### src/rtl/spi_master_ctrl_pkg.sv
// rtl/spi_master_ctrl_pkg.sv - state encodings and SPI mode constants for the SPI master
package spi_master_ctrl_pkg;

  localparam logic SPI_CPOL = 1'b0;
  localparam logic SPI_CPHA = 1'b0;

  typedef enum logic [2:0] {
    S_IDLE  = 3'd0,
    S_SETUP = 3'd1,
    S_SHIFT = 3'd2,
    S_GAP   = 3'd3,
    S_END   = 3'd4
  } state_t;

  // sclk level just after the edge on which miso is sampled
  function automatic logic sample_level(input logic cpol, input logic cpha);
    return ~(cpol ^ cpha);
  endfunction

endpackage

### src/rtl/spi_master_ctrl_if.sv
// rtl/spi_master_ctrl_if.sv - parallel tx/rx word handshake between a client and the SPI master
interface spi_master_ctrl_if #(
  parameter int WIDTH = 8
);
  logic             tx_valid;
  logic             tx_ready;
  logic [WIDTH-1:0] tx_data;
  logic             tx_last;
  logic             rx_valid;
  logic [WIDTH-1:0] rx_data;

  modport master (
    output tx_valid, tx_data, tx_last,
    input  tx_ready, rx_valid, rx_data
  );

  modport slave (
    input  tx_valid, tx_data, tx_last,
    output tx_ready, rx_valid, rx_data
  );
endinterface

### src/rtl/spi_shift_reg.sv
// rtl/spi_shift_reg.sv - full-duplex shift register: parallel load, MSB out, LSB in
module spi_shift_reg #(
  parameter int WIDTH = 8
) (
  input  logic             clk,
  input  logic             rstn,
  input  logic             load,
  input  logic [WIDTH-1:0] load_data,
  input  logic             shift_en,
  input  logic             shift_in,
  output logic [WIDTH-1:0] data
);

  always_ff @(posedge clk) begin
    if (!rstn) begin
      data <= '0;
    end else if (load) begin
      data <= load_data;
    end else if (shift_en) begin
      data <= {data[WIDTH-2:0], shift_in};
    end
  end

endmodule

### src/rtl/spi_master_ctrl.sv
// rtl/spi_master_ctrl.sv - SPI mode-0 master sequencer with word handshake and multi-word frames
module spi_master_ctrl
  import spi_master_ctrl_pkg::*;
#(
  parameter int WIDTH   = 8,
  parameter int CLK_DIV = 2
) (
  input  logic              clk,
  input  logic              rstn,
  spi_master_ctrl_if.slave  bus,
  output logic              busy,
  output logic              cs_n,
  output logic              sclk,
  output logic              mosi,
  input  logic              miso
);

  localparam int              BW         = $clog2(WIDTH + 1);
  localparam int              DW         = $clog2(CLK_DIV + 1);
  localparam logic [DW-1:0]   DIV_LAST   = DW'(CLK_DIV - 1);
  localparam logic [BW-1:0]   BIT_LAST   = BW'(WIDTH);
  localparam logic            SAMPLE_LVL = sample_level(SPI_CPOL, SPI_CPHA);

  state_t           state;
  logic [DW-1:0]    div_cnt;
  logic [BW-1:0]    bit_cnt;
  logic             last_q;
  logic [WIDTH-1:0] sr_q;
  logic             accept;
  logic             tick;
  logic             sample_edge;

  assign accept      = bus.tx_valid & bus.tx_ready;
  assign tick        = (div_cnt == DIV_LAST);
  // The first sampling edge leaves SETUP; later ones come from SHIFT.
  assign sample_edge = tick && ((state == S_SETUP) || (state == S_SHIFT)) && (~sclk == SAMPLE_LVL);

  spi_shift_reg #(.WIDTH(WIDTH)) u_shift (
    .clk       (clk),
    .rstn      (rstn),
    .load      (accept),
    .load_data (bus.tx_data),
    .shift_en  (sample_edge),
    .shift_in  (miso),
    .data      (sr_q)
  );

  always_ff @(posedge clk) begin
    if (!rstn) begin
      state        <= S_IDLE;
      div_cnt      <= '0;
      bit_cnt      <= '0;
      last_q       <= 1'b0;
      cs_n         <= 1'b1;
      sclk         <= SPI_CPOL;
      mosi         <= 1'b0;
      busy         <= 1'b0;
      bus.tx_ready <= 1'b1;
      bus.rx_valid <= 1'b0;
      bus.rx_data  <= '0;
    end else begin
      bus.rx_valid <= 1'b0;
      case (state)
        S_IDLE, S_GAP: begin
          if (accept) begin
            state        <= S_SETUP;
            last_q       <= bus.tx_last;
            cs_n         <= 1'b0;
            mosi         <= bus.tx_data[WIDTH-1];
            busy         <= 1'b1;
            bus.tx_ready <= 1'b0;
            div_cnt      <= '0;
            bit_cnt      <= '0;
          end
        end
        S_SETUP: begin
          if (tick) begin
            state   <= S_SHIFT;
            sclk    <= ~sclk;
            bit_cnt <= bit_cnt + BW'(1);
            div_cnt <= '0;
          end else begin
            div_cnt <= div_cnt + DW'(1);
          end
        end
        S_SHIFT: begin
          if (tick) begin
            div_cnt <= '0;
            sclk    <= ~sclk;
            if (sample_edge) begin
              bit_cnt <= bit_cnt + BW'(1);
            end else if (bit_cnt == BIT_LAST) begin
              // Word complete: mosi keeps its final bit, sr_q already holds all miso bits.
              bus.rx_valid <= 1'b1;
              bus.rx_data  <= sr_q;
              bit_cnt      <= '0;
              bus.tx_ready <= ~last_q;
              state        <= last_q ? S_END : S_GAP;
            end else begin
              mosi <= sr_q[WIDTH-1];
            end
          end else begin
            div_cnt <= div_cnt + DW'(1);
          end
        end
        S_END: begin
          if (tick) begin
            state        <= S_IDLE;
            cs_n         <= 1'b1;
            busy         <= 1'b0;
            bus.tx_ready <= 1'b1;
            div_cnt      <= '0;
          end else begin
            div_cnt <= div_cnt + DW'(1);
          end
        end
        default: begin
          state <= S_IDLE;
        end
      endcase
    end
  end

endmodule
### src/flat_wrapper.sv
// flat-port wrapper written by rule: the top's interface ports become plain ports
module spi_master_ctrl_flat import spi_master_ctrl_pkg::*;
#(
  parameter int WIDTH   = 8,
  parameter int CLK_DIV = 2
)
  (clk, rstn, busy, cs_n, sclk, mosi, miso, bus_tx_valid, bus_tx_data, bus_tx_last, bus_tx_ready, bus_rx_valid, bus_rx_data);
  spi_master_ctrl_if #(.WIDTH(WIDTH)) bus_i ();
  input  logic clk;
  input  logic rstn;
  output logic busy;
  output logic cs_n;
  output logic sclk;
  output logic mosi;
  input  logic miso;
  input wire logic [$bits(bus_i.tx_valid)-1:0] bus_tx_valid;
  input wire logic [$bits(bus_i.tx_data)-1:0] bus_tx_data;
  input wire logic [$bits(bus_i.tx_last)-1:0] bus_tx_last;
  output wire logic [$bits(bus_i.tx_ready)-1:0] bus_tx_ready;
  output wire logic [$bits(bus_i.rx_valid)-1:0] bus_rx_valid;
  output wire logic [$bits(bus_i.rx_data)-1:0] bus_rx_data;
  assign bus_i.tx_valid = bus_tx_valid;
  assign bus_i.tx_data = bus_tx_data;
  assign bus_i.tx_last = bus_tx_last;
  assign bus_tx_ready = bus_i.tx_ready;
  assign bus_rx_valid = bus_i.rx_valid;
  assign bus_rx_data = bus_i.rx_data;
  spi_master_ctrl #(.WIDTH(WIDTH), .CLK_DIV(CLK_DIV)) u_core (.clk(clk), .rstn(rstn), .bus(bus_i), .busy(busy), .cs_n(cs_n), .sclk(sclk), .mosi(mosi), .miso(miso));
endmodule
### config.mk
export PLATFORM = sky130hd
export DESIGN_NAME = spi_master_ctrl_flat
export DESIGN_NICKNAME = d
export VERILOG_FILES = /design/src/rtl/spi_master_ctrl_pkg.sv /design/src/rtl/spi_master_ctrl_if.sv /design/src/rtl/spi_shift_reg.sv /design/src/rtl/spi_master_ctrl.sv /design/src/flat_wrapper.sv
export SDC_FILE = /design/constraint.sdc
export NUM_CORES = 1
export LEC_CHECK = 0
export ABC_AREA = 1
export ABC_CLOCK_PERIOD_IN_PS = 1700
export CORE_MARGIN = 5
export CORE_UTILIZATION = 53
export CTS_CLUSTER_DIAMETER = 150
export DETAILED_ROUTE_END_ITERATION = 7
export PLACE_DENSITY_LB_ADDON = 0.25
export RECOVER_POWER = 50
export SLEW_MARGIN = 10
export SYNTH_ARGS = -nofsm -noshare
export SYNTH_HDL_FRONTEND = slang
export SYNTH_SLANG_ARGS = --single-unit
### constraint.sdc
create_clock -name clk -period 1.7 [get_ports clk]
set_input_delay 0.51 -clock clk [delete_from_list [all_inputs] [get_ports clk]]
set_output_delay 0.51 -clock clk [all_outputs]
set_load 0.01 [all_outputs]
==> flow_summary.json <==
{
  "status": "finished, final reports clean",
  "via_per_inst": 5.02,
  "gp_congestion": 0.910,
  "yosysUniqueCellTypes": 30,
  "insertion_delay_ns": 0.34,
  "chipWidth_um": 66.8,
  "cp.arrival_ns": 1.77,
  "ys_top_cells_by_count": "47 x nand2_1, 32 x dfxtp_1, 29 x nor2_1, 16 x inv_1, 15 x nand2_2",
  "slew_headroom": 0.623,
  "power_frac_clock": 0.147,
  "drtPass1Iterations": 4,
  "timing.fmax_mhz": 649,
  "cpMaxStageDelayCell": "dfxtp_1",
  "wl_per_cell_um": 12.0,
  "vias": 1560,
  "critPathLaunchType": "flop",
  "end_kind": "flop",
  "place_hpwl_um": 2800,
  "ant_nets": 0,
  "critPathBufInv": 0,
  "min_period_ns": 1.54,
  "yosys-top-cells-area": "dfxtp_1 37%, nand2_1 10%, nor2_1 6.4%",
  "drc": 0,
  "portBuffers": 26,
  "grt.total_usage": 0.189,
  "p_leak_nw": 0.914,
  "wl_met2_um": 1560,
  "yosys_warnings": 0,
  "synth_top_area_cell": "dfxtp_1",
  "wl_met3_um": 211,
  "tightest_slew_ns": 0.564,
  "grt-ovfl-total": 0,
  "finalSetupViolCount": 0,
  "ys_ff_latch": 32,
  "dp_cells": 303,
  "routed_wl_um": 3730,
  "max_stage_delay_ns": 0.55,
  "num_io_pins": 27,
  "grt_pass1_wl_um": 6400,
  "clockRootBuffer": "clkbuf_4",
  "swShare": 0.454,
  "hold_violations": 0,
  "grt_start_max_net_pins": 20,
  "cap_violations": 0,
  "drive_gt1_frac": 0.217,
  "final_util": 0.677,
  "numCtsBuffers": 5,
  "async_flop_share": 0,
  "p_int_mw": 1.61,
  "p_seq_frac": 0.348,
  "cp_cell_sequence": "nor2_1 > nand2_2 > nand2_4 > nand2_4 > nand2_2 > nor2_4 > nand2_1 > a21oi_1 > nor2_1",
  "cts_tree": "yes",
  "area_delta_synth_final_pct": 22.0,
  "antenna_found_initial": 0,
  "final_cells": 311,
  "postSynthAreaPerCell_um2": 7.37,
  "critPathMaxFanout": 8,
  "top_layer": "met4",
  "rsz0062_at_grt": "no",
  "nets": 281,
  "cpLargestDelayFamily": "simple AND/OR/NAND/NOR gates",
  "finClkSkew_ns": 0.0133,
  "syn_inst": 232,
  "post-cts-setup-buffers": 0,
  "start_util": 0.555,
  "netlist_area_mm2": 0.00171,
  "rows": 20,
  "antennaDiodeCount": 0,
  "drt_iter0_drc": 107,
  "powerDensity_mw_per_mm2": 1420,
  "core_mm2": 0.00308,
  "m1WireLength_um": 1890,
  "ys_seq_area_frac": 0.375,
  "synth_nets": 247,
  "dieArea_mm2": 0.00446,
  "cts_max_path_buffers": 2,
  "p_comb_frac": 0.505,
  "required_ns": 1.93,
  "grt_pass1_vias": 1418,
  "synth_edf_count": 0,
  "synth_flop_cell": "dfxtp_1",
  "synth_most_common_cell": "nand2_1",
  "peakVddDrop_mv": 0.875,
  "final_max_slew_viol_count": 0,
  "h-tree-depth": 2,
  "critPathKind": "reg -> reg",
  "dieHeight_um": 66.8,
  "hold_path.class": "reg -> reg",
  "clock-sinks": 32,
  "cts.reportedPaths.clkPinSlew_ns": 0.10,
  "yosysTopAreaCellShare": 0.375,
  "p_sw_mw": 1.34,
  "period_share": 0.906
}
[final cells by class]
cell class                      instances  area, um^2
Fill cell                             290         993
Clock inverter                          3        18.8
Timing Repair Buffer                   32         288
Tap cell                               44        55.1
Inverter                               24        97.6
Sequential cell                        32         642
Multi-Input combinational cell        171         946
Clock buffer                            5        37.5
[worst register-to-register path, stage by stage, from the launching register on]
cell	delay, ns
dfxtp_1	0.55
nor2_1	0.16
nand2_2	0.11
nand2_4	0.08
nand2_4	0.10
nand2_2	0.07
nor2_4	0.11
nand2_1	0.08
a21oi_1	0.14
nor2_1	0.06
[layout by cell type, fill, tap and decap left out, types with 4 or more instances in the layout]
cell,synthesis,final
clkbuf_4,0,5
inv_1,16,16
dfxtp_1,32,31
nand2_2,15,15
nand4_1,6,6
nand2_4,5,5
nand3_1,10,10
clkdlybuf4s50_1,0,12
o21ai_1,4,4
nor2_1,29,29
dlygate4sd2_1,0,14
buf_4,1,6
a21oi_2,7,7
o21a_1,7,7
o21ai_0,10,10
a21oi_1,13,13
inv_2,4,4
nand2_1,47,47
[sequential cells by signal, summed over array words and instances (netlist names)]
signal               flops
u_core.u_shift.data      8
u_core.bit_cnt           4
u_core.bus.tx_ready      1
u_core.bus.rx_valid      1
u_core.last_q            1
u_core.state             3
u_core.cs_n              1
u_core.div_cnt           2
u_core.busy              1
u_core.bus.rx_data       8
u_core.sclk              1
u_core.mosi              1
[power by group through the flow]
stage / clock, mW / combinational [mW] / sequential (mW)
floorplan: 0 / 1.15 / 1.02
global placement: 0 / 1.50 / 1.04
detailed placement: 0 / 1.52 / 1.04
CTS: 0.445 / 1.50 / 1.03
global route: 0.485 / 1.67 / 1.05
finish: 0.435 / 1.49 / 1.03
[stage by stage]
step	hold WS [ns]	power, mW	cell area (um^2)	setup slack (ns)	setup TNS (ns)
floorplan	0.415	2.16	1710	0.365	0
global placement	0.424	2.54	2040	-0.0641	-0.616
detailed placement	0.433	2.56	2040	-0.116	-1.27
CTS	0.448	2.97	2080	0.168	0
global route	0.506	3.21	2080	0.0349	0
finish	0.445	2.95	2080	0.159	0
[cell families after synthesis]
family                   after synthesis  share of synthesized area
AND/OR/NAND/NOR                      125                      0.378
AO/OA/AOI/OAI                         43                      0.156
flip-flops                            32                      0.375
buffers and inverters                 29                     0.0717
adder cells (fa/ha/maj)                2                     0.0146
XOR/XNOR                               1                    0.00513
[path summary, 6_finish.rpt]
check / endpoint / from / cells past startpoint / slack, ns
worst max register to register: u_core.bit_cnt[1]$_SDFFE_PN0P_ / u_core.state[1]$_SDFFE_PN0P_ / 9 / 0.16
worst min register to register: u_core.div_cnt[1]$_SDFFE_PN0P_ / u_core.div_cnt[1]$_SDFFE_PN0P_ / 2 / 0.45
worst max-delay path: u_core.bit_cnt[1]$_SDFFE_PN0P_ / u_core.state[1]$_SDFFE_PN0P_ / 9 / 0.16
worst min-delay path: u_core.div_cnt[1]$_SDFFE_PN0P_ / u_core.div_cnt[1]$_SDFFE_PN0P_ / 2 / 0.45
[repair_timing]
| item | CTS | global route |
|---|---|---|
| resized for setup | 15 | 0 |
| endpoints found under the setup margin | 14 | 0 |
| hold buffers | 0 | 0 |
[layer usage]
metal / vias up / GRT usage
met5: - / 0
met4: 0 / 0.0761
met3: 9 / 0.0523
met2: 49 / 0.280
met1: 685 / 0.258
li1: 817 / -
No activity file was read; power rests on OpenSTA's default activity.
